[config.mk]
export PLATFORM = sky130hd
export DESIGN_NAME = bm_sample_ctrl
export DESIGN_NICKNAME = d
export VERILOG_FILES = /design/src/rtl/bm_sample_ctrl.sv
export SDC_FILE = /design/constraint.sdc
export NUM_CORES = 1
export LEC_CHECK = 0
export CORE_MARGIN = 1.5
export CORE_UTILIZATION = 31
export DETAILED_ROUTE_END_ITERATION = 10
export GPL_TIMING_DRIVEN = 0
export MAX_ROUTING_LAYER = met4
export PLACE_DENSITY = 0.55
export SYNTH_ARGS = -nofsm -noshare
export SYNTH_HDL_FRONTEND = slang
export SYNTH_SLANG_ARGS = --single-unit
export TNS_END_PERCENT = 1
[constraint.sdc]
create_clock -name clk -period 5.73 [get_ports clk]
set_input_delay 1.146 -clock clk [delete_from_list [all_inputs] [get_ports clk]]
set_output_delay 1.146 -clock clk [all_outputs]
set_load 0.02 [all_outputs]
[src/rtl/bm_sample_ctrl.sv]
// Box-Muller sequencer: credit-based issue into the fixed-latency datapath, result capture FIFO, valid/ready output.
// Optional macro BM_CTRL_STATS_EN adds the stall_cnt output counting credit-starved RUN cycles.
module bm_sample_ctrl #(
    parameter int N_RES = 32,
    parameter int LAT   = 3,
    parameter int DEPTH = 8,
    parameter int CNT_W = 16
) (
    input  logic                       clk,
    input  logic                       rst,
    input  logic                       start,
    input  logic [CNT_W-1:0]           num_samples,
    input  logic                       stop,
    output logic                       gen_en,
    input  logic [N_RES-1:0]           pipe_cos,
    input  logic [N_RES-1:0]           pipe_sin,
    output logic                       m_valid,
    input  logic                       m_ready,
    output logic [N_RES-1:0]           m_cos,
    output logic [N_RES-1:0]           m_sin,
    output logic                       m_last,
    output logic                       busy,
    output logic                       done,
    output logic [$clog2(DEPTH+1)-1:0] fill
`ifdef BM_CTRL_STATS_EN
    ,
    output logic [31:0]                stall_cnt
`endif
);

    localparam int PTR_W  = $clog2(DEPTH);
    localparam int FILL_W = $clog2(DEPTH+1);

    typedef enum logic [1:0] {IDLE, RUN, DRAIN, DONE} state_t;

    state_t             state, state_nx;
    logic [CNT_W-1:0]   remaining;
    logic               cont;
    logic [LAT-1:0]     vld_sr, last_sr;
    logic [N_RES-1:0]   mem_cos [DEPTH];
    logic [N_RES-1:0]   mem_sin [DEPTH];
    logic [DEPTH-1:0]   mem_last;
    logic [PTR_W-1:0]   wr_ptr, rd_ptr;
    logic               push, pop, gen_nx, issue_last, credit_ok, have_work;
    logic [31:0]        used;

    // The current issue is not yet in vld_sr, so it is counted explicitly; this cycle's pop is not.
    always_comb begin
        state_nx   = state;
        used       = 32'($countones(vld_sr)) + 32'(fill) + 32'(gen_en);
        credit_ok  = used < 32'(DEPTH);
        have_work  = cont || ((remaining - CNT_W'(gen_en)) != '0);
        gen_nx     = (state == RUN) && !stop && credit_ok && have_work;
        issue_last = gen_en && !cont && (remaining == CNT_W'(1));
        case (state)
            IDLE:    if (start) state_nx = RUN;
            RUN:     if (stop || issue_last) state_nx = DRAIN;
            DRAIN:   if ((vld_sr == '0) && (fill == '0)) state_nx = DONE;
            default: state_nx = IDLE;
        endcase
    end

    always_ff @(posedge clk or posedge rst) begin
        if (rst) begin
            state     <= IDLE;
            gen_en    <= 1'b0;
            remaining <= '0;
            cont      <= 1'b0;
            vld_sr    <= '0;
            last_sr   <= '0;
        end else begin
            state   <= state_nx;
            gen_en  <= gen_nx;
            vld_sr  <= (vld_sr << 1) | LAT'(gen_en);
            last_sr <= (last_sr << 1) | LAT'(issue_last);
            if (state == IDLE && start) begin
                remaining <= num_samples;
                cont      <= (num_samples == '0);
            end else if (gen_en && !cont) begin
                remaining <= remaining - CNT_W'(1);
            end
        end
    end

    assign push    = vld_sr[LAT-1];
    assign pop     = m_valid && m_ready;
    assign m_valid = (fill != '0);
    assign m_cos   = m_valid ? mem_cos[rd_ptr] : '0;
    assign m_sin   = m_valid ? mem_sin[rd_ptr] : '0;
    assign m_last  = m_valid ? mem_last[rd_ptr] : 1'b0;
    assign busy    = (state != IDLE);
    assign done    = (state == DONE);

    always_ff @(posedge clk or posedge rst) begin
        if (rst) begin
            wr_ptr <= '0;
            rd_ptr <= '0;
            fill   <= '0;
        end else begin
            if (push) wr_ptr <= wr_ptr + PTR_W'(1);
            if (pop)  rd_ptr <= rd_ptr + PTR_W'(1);
            case ({push, pop})
                2'b10:   fill <= fill + FILL_W'(1);
                2'b01:   fill <= fill - FILL_W'(1);
                default: fill <= fill;
            endcase
        end
    end

    // Storage needs no reset: nothing is visible until fill says so.
    always_ff @(posedge clk) begin
        if (push) begin
            mem_cos[wr_ptr]  <= pipe_cos;
            mem_sin[wr_ptr]  <= pipe_sin;
            mem_last[wr_ptr] <= last_sr[LAT-1];
        end
    end

    overflow_chk: assert property (@(posedge clk) disable iff (rst)
        !(push && !pop && (fill == FILL_W'(DEPTH))));

`ifdef BM_CTRL_STATS_EN
    always_ff @(posedge clk or posedge rst) begin
        if (rst) begin
            stall_cnt <= '0;
        end else if (state == IDLE && start) begin
            stall_cnt <= '0;
        end else if (state == RUN && !gen_en && !credit_ok && (stall_cnt != '1)) begin
            stall_cnt <= stall_cnt + 32'd1;
        end
    end
`endif

endmodule
==> run metrics, run 1 <==
top cell type's share of synthesized area 0.721; sw power ~4.1 mW; CP required about 4.6 ns; syn_nets 1128; DRC Markers 0; RSZ-0062 raised after global routing no; ys async rst share 0.0647; first-iteration detailed-routing DRC count between 700 and 800; pwr dens between 400 and 500 nW/um^2; sequential share of the synthesized area 0.763; post-synth top area cell edfxtp_1; port bufs around 160; reg2reg path depth 11; TritonCTS clock tree built; HP Start last_sr[0]$_DFF_PP0_; Tot GR Track Use 0.143; area of the multi-input gates slightly below 5000 um^2; status complete, no violations; Post-DRT Antenna Nets 0; R2R setup slack 2.42 ns; Max Slew Vio Count 0; Syn Area/Cell 21.1 um^2; Slew HR 0.297; Combinational Power Share 0.353; Max VDD drop around 220 uV; critical path class flop to output port; TNS Setup 0 ns; number of synthesized flops with an enable pin 520; crit path time final between 5 and 6 ns; H-tree Lvls 2; switching share of power 0.318; Final HPWL DP approximately 32000 um; Fin Hold WS about 0.36 ns; clock latency on the worst-skew pair ~0.60 ns; Final Hold Viols 0; final setup vio count 0; initial antenna violation count 13; Crit path arrival time a little over 4 ns; core area 68800 um^2; Post-Syn Area roughly 22000 um^2; post-synth cell types between 40 and 50; MaxCap Viol Count 0; flops & latches, synth ~560; placed cell area between 20000 and 25000 um^2; layout cells sized above 1 0.206; fin nets ~1400; Die H 267 um; die area between 70000 and 80000 um^2; clk slew on worst S/H paths 0.06 ns; Root Driver clkbuf_16; via count around 11000; via count of the first global-routing pass about 11000; ranking of synthesized cells by area edfxtp_1 72%, mux4_2 14%, dfrtp_1 4.2%; Fmax achieved ~190 MHz; Leak between 8 and 9 nW; Clock Sink Count roughly 560; worst-margin pin slew approximately 1.1 ns; Critical Path Source Type flop; RR Endpoint fill[3]$_DFFE_PP0P_; wire per inst approximately 22 um; Syn Inst Count 1026; Worst Hold Depth 0; FF/Latch Area 16500 um^2; Initial Util 0.315; CTS Hold Bufs 0; Syn. warnings 0; fillcell total about 6200; gr ovfl total 0; clock skew around 0.016 ns; placed cell count 2144; Non-Filler Instances 2267; via/cell ratio 4.65; first-pass GRT wire length about 73000 um; Rows 96; gpl congestion 0.734; final period utilization 0.914; Crit. End Element output port; drt first pass iters 4; Die Wd between 200 and 300 um; clock share of power 0.273; Hold Path End last_sr[1]$_DFF_PP0_; Max clock buf depth 3; Post-synth top flop edfxtp_1; area delta synth->final 23.5%; Cell Int Power between 8 and 9 mW; pin count of the biggest net entering global routing 37; reg2reg start fill[0]$_DFFE_PP0P_; CTS Buf Count slightly below 60; worst hold path class flop to flop; crit-path max FO 10; Routed WL 48800 um; Seq pwr share 0.374; Ports roughly 160; cell area after layout 26700 um^2; post-CTS setup buffers 0; # resized after CTS 0
[power by group through the flow]
stage	sequential, mW	combinational [mW]	clock, mW
finish	4.82	4.55	3.51
global route	4.84	4.93	3.75
CTS	4.82	4.69	3.60
detailed placement	4.90	4.67	0
global placement	4.92	4.61	0
floorplan	4.89	2.78	0
[worst max-delay path: stages, from the launching register on]
cell             delay [ns]
dfrtp_1                0.47
nor4_1                 0.77
clkbuf_1               0.82
clkbuf_1               0.57
nor2_1                 0.26
clkdlybuf4s50_1        0.60
[metrics by stage]
stage | worst slack [ns] | power [mW] | util
finish | 0.493 | 12.9 | 0.389
global route | 0.254 | 13.5 | 0.389
CTS | 0.461 | 13.1 | 0.388
detailed placement | 1.12 | 9.57 | 0.362
global placement | -5.21 | 9.53 | 0.354
floorplan | 0.0401 | 7.67 | -
[flip-flops by register name (all words and copies together), names as in the netlist]
name and flops:
fill 4, wr_ptr 3, cont 1, rd_ptr 3
state 2, mem_last 8, mem_cos 256, gen_en 1
mem_sin 256, last_sr 3, vld_sr 3, remaining 16
[how the worst max path moves through the flow]
stage | from | end | slack (ns)
floorplan | vld_sr[2]$_DFF_PP0_ | mem_cos[0][0]$_DFFE_PP_ | 0.04
global placement | vld_sr[2]$_DFF_PP0_ | mem_cos[1][20]$_DFFE_PP_ | -5.21
detailed placement | fill[0]$_DFFE_PP0P_ | m_cos[14] | 1.12
CTS | fill[0]$_DFFE_PP0P_ | m_sin[15] | 0.46
global route | fill[0]$_DFFE_PP0P_ | m_cos[14] | 0.25
finish | fill[0]$_DFFE_PP0P_ | m_sin[25] | 0.49
[cells by family (layout without fill, tap and decap cells)]
kind of cell,Yosys count,in the layout,synth area share
flops,556,556,0.763
mux,199,199,0.167
simple gates,139,139,0.0306
buf+inv,62,359,0.0114
compound gates,30,30,0.00838
xor+xnor,23,23,0.00930
fa+ha+maj,17,17,0.0105
other cells,0,13,0
[cells in the final DEF, fill, tap and decap left out, types with 4 or more instances in the layout]
cell type / netlist / routed
clkdlybuf4s50_1: 0 / 157
edfxtp_1: 520 / 520
buf_2: 11 / 11
dfrtp_1: 36 / 36
nor2_4: 0 / 6
clkinv_1: 0 / 14
nor4_1: 9 / 9
nand2b_1: 4 / 4
clkinv_2: 0 / 15
clkbuf_1: 30 / 46
o21ai_0: 16 / 16
inv_1: 12 / 11
ha_1: 15 / 15
buf_6: 0 / 12
mux2i_1: 66 / 66
buf_12: 0 / 11
nor2_1: 76 / 70
xor2_1: 12 / 12
buf_1: 9 / 9
nand2_1: 26 / 26
mux4_2: 130 / 130
diode_2: 0 / 13
clkbuf_16: 0 / 59
xnor2_1: 11 / 11
[Yosys cell counts, types with 2 or more instances]
library cell  instances
a21oi_1               2
nand2_1              26
or4_1                 2
buf_1                 9
mux2_2                3
mux2i_1              66
o21ai_0              16
mux4_2              130
inv_1                12
nor2_1               76
nand2b_1              4
ha_1                 15
a2111oi_0             2
nor4_1                9
clkbuf_1             30
fa_1                  2
dfrtp_1              36
a21o_1                3
xnor2_1              11
o21ai_1               2
and2_1                2
edfxtp_1            520
nor3_1                5
nand3b_1              3
xor2_1               12
buf_2                11
[cell type report]
cell class,instances,share of cell area
clock buffer,77,0.0585
inverter,12,0.00168
antenna,13,0.00122
tap,931,0.0436
sequential,556,0.618
clock inverter,33,0.00767
buffer,50,0.00753
timing repair buffer,187,0.0771
multi-input combinational,408,0.185
[metal layers]
metal  vias up  share of wire  GRT usage
li1       4696              -          -
met1      5523           0.43      0.183
met2       257           0.48      0.225
met3        58          0.073     0.0404
met4         0          0.015     0.0315
met5         -              0          -
Power figures use the tool's default switching activity.
==> inputs of run 2 (changes only) <==
CORE_ASPECT_RATIO = 0.6   (was unset)
PLACE_DENSITY = 0.54   (was 0.55)
clock period = 5.6 ns   (was 5.73 ns; I/O delays follow)
==> run 2 against run 1 <==
Clock power up 7.7%. Design area up 0.87%. Die area about the same. Critical endpoint is now m_sin[19]. Largest power group unchanged.
==> run metrics, run 2 (synthesis gave the netlist of run 1 again) <==
status complete, no violations; sw power 4.27 mW; first-pass GRT wire length 74400 um; worst-margin pin slew approximately 1.1 ns; Fin Hold WS between 0.3 and 0.4 ns; R2R setup slack ~2.6 ns; CTS Hold Bufs 0; area of the multi-input gates 4960 um^2; Root Driver clkbuf_16; Combinational Power Share 0.352; commonest cells after routing, fill and taps aside 520 x edfxtp_1, 157 x clkdlybuf4s50_1, 130 x mux4_2; critical path class flop to output port; post-route setup slack between 0.3 and 0.4 ns; CTS Buf Count 54; Final Hold Viols 0; area delta synth->final 24.5%; DRC Markers 0; Slew HR 0.271; initial antenna violation count 5; die area 71500 um^2; Pwr Total 13.4 mW; Max Slew Vio Count 0; Leak just under 9 nW; wire per inst about 23 um; via/cell ratio around 4.7; Die Wd 344 um; Fmax achieved ~190 MHz; Crit path arrival time between 4 and 5 ns; Cell Int Power about 9 mW; Top Registers mem_cos: 256 flops, mem_sin: 256 flops, remaining: 16 flops; CP required 4.48 ns; Tot GR Track Use 0.147; clock skew roughly 0.024 ns; Final HPWL DP between 30000 and 40000 um; via count between 10000 and 15000; gr ovfl total 0; clock share of power 0.281; pre-CTS setup slack between 0.6 and 0.7 ns; Critical Path Source Type flop; H-tree Lvls 2; pwr dens roughly 500 nW/um^2; MaxCap Viol Count 0; via count of the first global-routing pass 11000; Max clock buf depth 3; Ports roughly 160; Initial Util 0.316; crit-path max FO 10; switching share of power 0.317; Seq pwr share 0.367; final period utilization 0.932; clock latency on the worst-skew pair about 0.6 ns; core area slightly below 70000 um^2; RSZ-0062 raised after global routing no; first-iteration detailed-routing DRC count 784; Crit. End Element output port; Max VDD drop between 200 and 300 uV; gpl congestion about 0.8; Finished Core Util 0.393; drt first pass iters 5; FF/Latch Area 16500 um^2; commonest non-fill, non-tap cell in the layout edfxtp_1; TritonCTS clock tree built; Routed WL approximately 51000 um; layout cells sized above 1 0.214; worst hold path class flop to flop; final setup vio count 0; pin count of the biggest net entering global routing 37; port bufs ~160; clk slew on worst S/H paths ~0.06 ns; Post-DRT Antenna Nets 0; Rows 74; Die H between 200 and 250 um; Clock Sink Count around 560; fillcell total ~6000; placed cell count about 2100; fin nets 1374; crit path time final between 5 and 6 ns; Non-Filler Instances 2234
[run 2: critical path, stage by stage, from the launching register on]
cell and delay (ns):
dfrtp_1 0.47, nor4_1 0.61, clkbuf_1 0.86, clkbuf_1 0.68
nor2_1 0.27, clkdlybuf4s50_1 0.61
[run 2: repair_timing]
item,4_1_cts,5_1_grt
buffers inserted,0,0
resized for setup,0,5
setup endpoints to repair,0,3
endpoints found under the hold margin,0,0
[run 2: path summary, 6_finish.rpt]
kind,from,to,depth (start not counted)
max,fill[0]$_DFFE_PP0P_,m_sin[19],5
min,last_sr[0]$_DFF_PP0_,last_sr[1]$_DFF_PP0_,0
max reg2reg,fill[0]$_DFFE_PP0P_,fill[3]$_DFFE_PP0P_,11
min reg2reg,last_sr[0]$_DFF_PP0_,last_sr[1]$_DFF_PP0_,0
max in group asynchronous,rst,remaining[7]$_DFFE_PP0P_,2
min in group asynchronous,rst,fill[1]$_DFFE_PP0P_,2
[run 2: layout make-up]
type	instances	area share
Sequential cell	556	0.612
Clock buffer	69	0.0545
Multi-Input combinational cell	408	0.184
Tap cell	912	0.0423
Antenna cell	5	0.000464
Timing Repair Buffer	190	0.0829
Clock inverter	32	0.0143
Inverter	12	0.00167
Buffer	50	0.00775
[run 2: power groups by stage]
stage,sequential [mW],clock [mW],combinational (mW)
4_1_cts,4.93,3.90,4.87
6_report,4.93,3.78,4.73
3_3_place_gp,5.04,0,4.77
3_5_place_dp,5.02,0,4.85
2_1_floorplan,5.00,0,2.85
5_1_grt,4.95,4.05,5.10
[run 2: routing by layer]
layer	vias up	track usage	wire length, um
li1	4684	-	-
met1	5545	0.209	24100
met2	213	0.219	23300
met3	66	0.0277	2550
met4	0	0.0310	747
met5	-	-	0
[run 2: through the flow]
stage | setup TNS, ns | instance area, um^2
final | 0 | 27000
after global routing | 0 | 27000
after CTS | 0 | 27000
after detailed placement | 0 | 25100
after global placement | -1087.11 | 24400
after floorplan | -5.69 | 21700
==> inputs of run 3 (changes only) <==
ABC_CLOCK_PERIOD_IN_PS = 5600   (was unset)
==> results of run 3 <==
The final DEF is identical to that of run 2; final timing and power are the same.
